`config.mk`:
```
export PLATFORM = sky130hd
export DESIGN_NAME = serial_subtractor
export DESIGN_NICKNAME = d
export VERILOG_FILES = /design/src/rtl/serial_subtractor_pkg.sv /design/src/rtl/serial_subtractor_full_subtractor.sv /design/src/rtl/serial_subtractor.sv
export SDC_FILE = /design/constraint.sdc
export NUM_CORES = 1
export LEC_CHECK = 0
export ABC_CLOCK_PERIOD_IN_PS = 1460
export BUFFER_PORTS_ARGS = -buffer_cell sky130_fd_sc_hd__buf_2
export CORE_MARGIN = 8
export CORE_UTILIZATION = 44
export DETAILED_ROUTE_END_ITERATION = 8
export PLACE_DENSITY = 0.71
export SYNTH_ARGS = -nofsm -noshare
export SYNTH_HDL_FRONTEND = slang
export SYNTH_HIERARCHICAL = 1
export SYNTH_SLANG_ARGS = --single-unit
export TNS_END_PERCENT = 50
```
`constraint.sdc`:
```
create_clock -name clk -period 1.46 [get_ports clk]
set_input_delay 0.292 -clock clk [delete_from_list [all_inputs] [get_ports clk]]
set_output_delay 0.292 -clock clk [all_outputs]
set_load 0.005 [all_outputs]
```
`src/rtl/serial_subtractor_pkg.sv`:
```
// Shared definitions for the bit-serial subtractor: FSM state encoding and default width.
package serial_subtractor_pkg;

    localparam int DEFAULT_WIDTH = 4;

    typedef enum logic [1:0] {
        IDLE = 2'd0,
        RUN  = 2'd1,
        DONE = 2'd2
    } state_t;

endpackage

```
`src/rtl/serial_subtractor_full_subtractor.sv`:
```
// Single-bit full-subtractor cell: d = a - b - bin, bout = borrow out.
module full_subtractor (
    input  logic a,
    input  logic b,
    input  logic bin,
    output logic d,
    output logic bout
);

    assign d    = a ^ b ^ bin;
    assign bout = (~a & b) | (~(a ^ b) & bin);

endmodule

```
`src/rtl/serial_subtractor.sv`:
```
// Bit-serial two's-complement subtractor (a - b, LSB first, one bit per clock).
// Define SUB_OVERFLOW_EN to add the signed overflow output.
module serial_subtractor
    import serial_subtractor_pkg::*;
#(
    parameter int WIDTH = DEFAULT_WIDTH
) (
    input  logic             clk,
    input  logic             rst_n,
    input  logic             start,
    input  logic [WIDTH-1:0] a,
    input  logic [WIDTH-1:0] b,
    output logic             busy,
    output logic             done,
    output logic [WIDTH-1:0] diff,
    output logic             borrow
`ifdef SUB_OVERFLOW_EN
    ,
    output logic             overflow
`endif
);

    localparam int CW = (WIDTH > 1) ? $clog2(WIDTH) : 1;
    localparam logic [CW-1:0] LAST = CW'(WIDTH - 1);

    state_t         state;
    logic [WIDTH-1:0] a_sr;
    logic [WIDTH-1:0] b_sr;
    logic [WIDTH-1:0] r_sr;
    logic             bflop;
    logic [CW-1:0]    cnt;
    logic             d;
    logic             bout;

`ifdef SUB_OVERFLOW_EN
    logic a_msb;
    logic b_msb;
`endif

    full_subtractor u_cell (
        .a    (a_sr[0]),
        .b    (b_sr[0]),
        .bin  (bflop),
        .d    (d),
        .bout (bout)
    );

    // NOTE: all state here is sequential, so every assignment is non-blocking;
    // the cell outputs d/bout are read as this cycle's values, not next cycle's.
    always_ff @(posedge clk or negedge rst_n) begin
        if (!rst_n) begin
            state  <= IDLE;
            a_sr   <= '0;
            b_sr   <= '0;
            r_sr   <= '0;
            bflop  <= 1'b0;
            cnt    <= '0;
            busy   <= 1'b0;
            done   <= 1'b0;
            diff   <= '0;
            borrow <= 1'b0;
`ifdef SUB_OVERFLOW_EN
            a_msb    <= 1'b0;
            b_msb    <= 1'b0;
            overflow <= 1'b0;
`endif
        end else begin
            case (state)
                IDLE: begin
                    if (start) begin
                        a_sr  <= a;
                        b_sr  <= b;
                        r_sr  <= '0;
                        bflop <= 1'b0;
                        cnt   <= '0;
                        busy  <= 1'b1;
                        state <= RUN;
`ifdef SUB_OVERFLOW_EN
                        a_msb <= a[WIDTH-1];
                        b_msb <= b[WIDTH-1];
`endif
                    end
                end

                RUN: begin
                    a_sr  <= a_sr >> 1;
                    b_sr  <= b_sr >> 1;
                    r_sr  <= {d, r_sr[WIDTH-1:1]};
                    bflop <= bout;
                    if (cnt == LAST) begin
                        // Final bit: publish the result; outputs only move on this edge.
                        state  <= DONE;
                        busy   <= 1'b0;
                        done   <= 1'b1;
                        diff   <= {d, r_sr[WIDTH-1:1]};
                        borrow <= bout;
`ifdef SUB_OVERFLOW_EN
                        overflow <= (a_msb != b_msb) && (d != a_msb);
`endif
                    end else begin
                        cnt <= cnt + CW'(1);
                    end
                end

                DONE: begin
                    done  <= 1'b0;
                    state <= IDLE;
                end

                default: begin
                    state <= IDLE;
                end
            endcase
        end
    end

endmodule
```
# Yosys cells after proc, flatten, opt, wreduce, memory -nomap -nowiden

Cells that the tools add are included.

Register bits: 24
Bits of input ports: 11
Output and inout bits: 7
Logic and storage cells: 52

Add/sub/neg operators: 1
Equality and inequality tests: 6
Multiplexer cells: 19
Bitwise logic cells: 7
Reduce and logical (&&, ||, !) cells: 9

Operators by type and width:

| operator            | count |
|---|---|
| $pmux 4 s2          | 3 |
| $mux 4              | 3 |
| $mux 2              | 4 |
| $pmux 2 s2          | 2 |
| $reduce_and 2->1    | 4 |
| $ne 2x2->1 const B  | 3 |
| $pmux 1 s2          | 3 |
| $reduce_and 3->1    | 2 |
| $eq 2x2->1 const B  | 2 |
| $mux 1              | 4 |
| $reduce_bool 2->1   | 2 |
| $add 2x1->2 const B | 1 |
| $and 1x1->1         | 2 |
| $eq 2x1->1 const B  | 1 |
| $logic_not 2->1     | 1 |
| $not 1->1           | 2 |
| $xor 1x1->1         | 2 |
| $or 1x1->1          | 1 |

# Longest topological paths before layout

Word-level depth: 5
Mapped depth: 5
Depth with buffers taken out: 4

# Modules after synthesis

Netlist, hierarchy kept.

Modules (own cells, without submodules):

| module            | instances | cells an instance | area an instance (um^2) | seq. area each (um^2) |
|---|---|---|---|---|
| serial_subtractor | 1         | 81                | 985.9                   | 575.6 |
| full_subtractor   | 1         | 4                 | 31.3                    | 0.0 |

# Worst setup path before layout

OpenSTA, ideal clock, no wires.

Kind: reg2reg
Start point: register a_sr[0]
End point: register diff[3]
Library setup time: 125 ps
Arrival: 1,115 ps
Required time: 1,335 ps
Path slack: 220 ps
Stages on the path, launching flop included: 3
Buffers on the path: 0
Period minus slack after synthesis: 1,240 ps
Cell sequence: dfrtp_1 -> fa_1 -> mux2_2

Cells in the longest elaborated chain, start to end: 2

RTL lines:

| element                  | line                                    | text |
|---|---|---|
| start: declaration       | serial_subtractor.sv:27                 | `logic [WIDTH-1:0] a_sr;` |
| start signal: assignment | serial_subtractor.sv:86                 | `a_sr <= a_sr >> 1;` |
| $xor 1x1->1 (2 in a row) | serial_subtractor_full_subtractor.sv:10 | `assign d = a ^ b ^ bin;` |
| via d                    | serial_subtractor.sv:32                 | `logic d;` |
| end signal: assignment   | serial_subtractor.sv:95                 | `diff <= {d, r_sr[WIDTH-1:1]};` |
| end: declaration         | serial_subtractor.sv:15                 | `output logic [WIDTH-1:0] diff,` |

The timed path passes the listed nets, and every way through them passes these cells.
A chain may end at the register's enable or synchronous reset.

# Worst setup path after layout

Start point: register cnt[0]
End point: register diff[0]

Cells in the longest elaborated chain, start to end: 2

RTL lines:

| element                           | line                     | text |
|---|---|---|
| start: declaration                | serial_subtractor.sv:31  | `logic [CW-1:0] cnt;` |
| start signal: assignment          | serial_subtractor.sv:101 | `cnt <= cnt + CW'(1);` |
| $eq 2x2->1                        | serial_subtractor.sv:90  | `if (cnt == LAST) begin` |
| $reduce_and 2->1 (no source line) | n/a                      |  |

Every way passes these cells.

==> key figures <==
Min path
  • Hold Crit Class: in2reg
  • WHS Endpoint: b_sr[3]$_DFFE_PN0P_
  • Min-delay src: b[3]
  • Hold path depth: 3

Route
  • DR vias: 695
  • First DRT Iteration DRCs: 14
  • Drt first pass iters: 2
  • DRC viols: 0
  • Final WL: between 1500 and 2000 um
  • Avg WL per Cell: approximately 14 um
  • Antenna Violating Nets Remaining: 0
  • Vias per cell: 5.23

Power and ir drop
  • PwrDens: 2020 nW/um^2
  • IR drop worst, VDD: 0.920 mV
  • Leakage power: 0.557 nW
  • Internal Pwr Total: 1.55 mW
  • Switching share of power: between 30% and 40%
  • Clock power frac: 12.0%
  • Seq pwr share: 45.4%
  • P_sw: a little over 0.8 mW
  • Combinational fraction of design power: a little over two fifths
  • Power Total: roughly 2.4 mW

Placed design
  • Dpl hpwl: 1400 um
  • Area after DPL: 1130 um^2
  • Port buffer count: 17
  • RePlAce Congestion: 0.740

Clocking
  • Sink Count: 23
  • CTS Root Buffer Type: clkbuf_4
  • Clock Latency Late Sink: 300 ps
  • H-tree depth: 1
  • CTS tree: done
  • Max clock buf depth: 2
  • Clock slew at reported path FFs: 110 ps
  • CTS buffer count: 3
  • Post-CTS resize count: 0

Logic synthesis
  • Syn Inst Count: 85
  • Synth area leaders: dfrtp_1 (57%), mux2_2 (6.6%), a22o_1 (6.0%)
  • Area leader, netlist: dfrtp_1
  • Top-count cell post-synth: dfrtp_1
  • Post-synth top cells: dfrtp_1 (23), a22o_1 (7), o21ai_0 (7)
  • Sequential fraction of the synthesis area: 56.6%
  • Synth Cell Area: a little over 1000 um^2
  • Syn_nets: 98
  • Avg Inst Size Synth: approximately 12 um^2
  • Seq cells post-synth: 23
  • Synth top area share: 56.6%
  • Synth warn: 6
  • Synth unique cells: 22
  • Asr flop ratio synth: 100%
  • Number of synthesized flops with an enable pin: 0
  • Top FF cell, synth: dfrtp_1

Critical path
  • Worst reg2reg startpoint: cnt[0]$_DFFE_PN0P_
  • Setup CP Type: reg2reg
  • Worst Path Max Fanout: 6
  • Crit path launch type: flop
  • CP required: 1650 ps
  • Critical path's slowest cell: dfrtp_1
  • Crit path buf inv count: 0
  • RR Endpoint: diff[0]$_DFFE_PN0P_
  • Worst R2R Setup Slack: approximately 130 ps
  • R2R depth: 3
  • Critical Path AT: roughly 1500 ps
  • Worst Setup End Kind: flop
  • Worst path max stage delay: 420 ps
  • Cells along the critical path: ha_1, nand2_2, mux2_2
  • CP top delay family: flip-flops

Timing
  • Least-Margin Pin Slew: 504 ps
  • RSZ-0062 raised after global routing: no
  • Slew HR: 66.4%
  • Pins Over Slew Limit: 0
  • Crit path time final: 1330 ps
  • Final Setup Violations: 0
  • Fin crit share: 91.2%
  • Sum of negative setup slack: 0 ps
  • Clock Skew: 8.68 ps
  • Achievable clock frequency: 0.751 GHz
  • Hold Violations, Final: 0

GRT
  • Total track usage: 9.89%
  • Vias in the first global route: 759
  • GR Util met1: 12.3%
  • GRT overflow: 0
  • Global-route met2 utilization: 15.1%
  • Most Crowded Layer GR: met2
  • First-pass GRT wire length: 3330 um
  • Initial antenna violation count: 0
  • Grt met3 use: 3.83%
  • Largest net degree at the start of global routing: 24

Cells and area
  • Ant. Diodes: 0
  • Area Growth Syn to Fin: 14.6%
  • Fillcell total: 190
  • Final instance area: 1170 um^2
  • Share of layout cells above drive strength 1: 34.3%
  • Final net count: 119

Floorplan
  • Die ar.: 4110 um^2
  • Rows: 17
  • Die width: 64.1 um
  • Die Span Y: 64.1 um
  • Core area: 2190 um^2
  • Starting Density: 46.4%
  • # IOs: 18

Flow run
  • Maxcap violations: 0

Status
  • Status: finished, final reports clean
## kinds of logic (layout without fill, tap and decap cells)
| group | after synthesis | in the layout | synth area share, % |
|---|---|---|---|
| buffers and inverters | 9 | 29 | 4.06 |
| adders and majority gates | 2 | 2 | 3.20 |
| and+or+nand+nor | 22 | 22 | 11.8 |
| DFF | 23 | 23 | 56.6 |
| AOI/OAI and AO/OA | 23 | 23 | 17.7 |
| muxes | 6 | 6 | 6.64 |
## worst max-delay path by stage
stage / slack, ps / end / cells past startpoint / from
after floorplan: 220 / diff[3]$_DFFE_PN0P_ / 2 / a_sr[0]$_DFFE_PN0P_
after global placement: 190 / cnt[0]$_DFFE_PN0P_ / 4 / state[0]$_DFFE_PN0P_
after detailed placement: 140 / diff[0]$_DFFE_PN0P_ / 3 / cnt[0]$_DFFE_PN0P_
after CTS: 130 / diff[0]$_DFFE_PN0P_ / 3 / cnt[0]$_DFFE_PN0P_
after global routing: 60 / diff[0]$_DFFE_PN0P_ / 3 / cnt[0]$_DFFE_PN0P_
final: 130 / diff[0]$_DFFE_PN0P_ / 3 / cnt[0]$_DFFE_PN0P_
## cell type report
type | count | area (um^2) | area share [%]
multi-input combinational | 53 | 400 | 34.3
clock buffer | 4 | 26.3 | 2.25
timing repair buffer | 20 | 110 | 9.44
inverter | 5 | 18.8 | 1.61
tap | 28 | 35.0 | 3.00
sequential | 23 | 576 | 49.4
## cell usage in the layout, fill, tap and decap left out
master,instances
a211oi_1,1
a21oi_1,2
a22o_1,7
and2b_2,1
buf_2,17
buf_4,2
clkbuf_1,1
clkbuf_4,3
dfrtp_1,23
dlygate4sd3_1,1
fa_1,1
ha_1,1
inv_1,5
mux2_2,6
nand2_1,4
nand2_2,1
nand2b_1,2
nand3b_1,5
nor2_1,6
nor2b_1,1
nor3_1,1
o21ai_0,7
o21ba_2,1
o221a_2,5
or2_1,1
## stage by stage
stage                     std cells  util [%]  worst slack (ps)  hold slack [ps]
after floorplan                  85         -               220            -3.59
after global routing            133      53.2              55.4              239
after detailed placement        128      51.6               144              295
after global placement          128      51.6               190              286
final                           133      53.2               128              225
after CTS                       133      53.2               129              214
## state kept, by name (all words and copies together), names as in the netlist
name and count:
a_sr 4, b_sr 4, diff 4, r_sr 3, cnt 2, state 2, bflop 1, borrow 1
busy 1, done 1
## repair_timing
action,4_1_cts,5_1_grt
buffers inserted,0,0
setup endpoints to repair,0,0
hold buffers,1,0
endpoints found under the hold margin,23,0
## worst reg2reg max path: stages (launching register included)
cell     delay, ps
dfrtp_1        420
ha_1           290
nand2_2        160
mux2_2         360
## power groups by stage
stage	Clock [mW]	Sequential, mW	Combinational (mW)
after floorplan	0	1.06	0.753
final	0.283	1.07	1.01
after global placement	0	1.07	0.980
after CTS	0.297	1.07	1.02
after global routing	0.322	1.11	1.14
after detailed placement	0	1.09	1.02
## metal layers
layer  wire length [um]  share of wire [%]  vias to the layer above
met5                  0                  0                        -
met2                883                 47                       14
met3                100                5.3                        2
met1                895                 47                      339
met4                  7               0.37                        0
li1                   -                  -                      340
(Power assumes the default switching activity.)
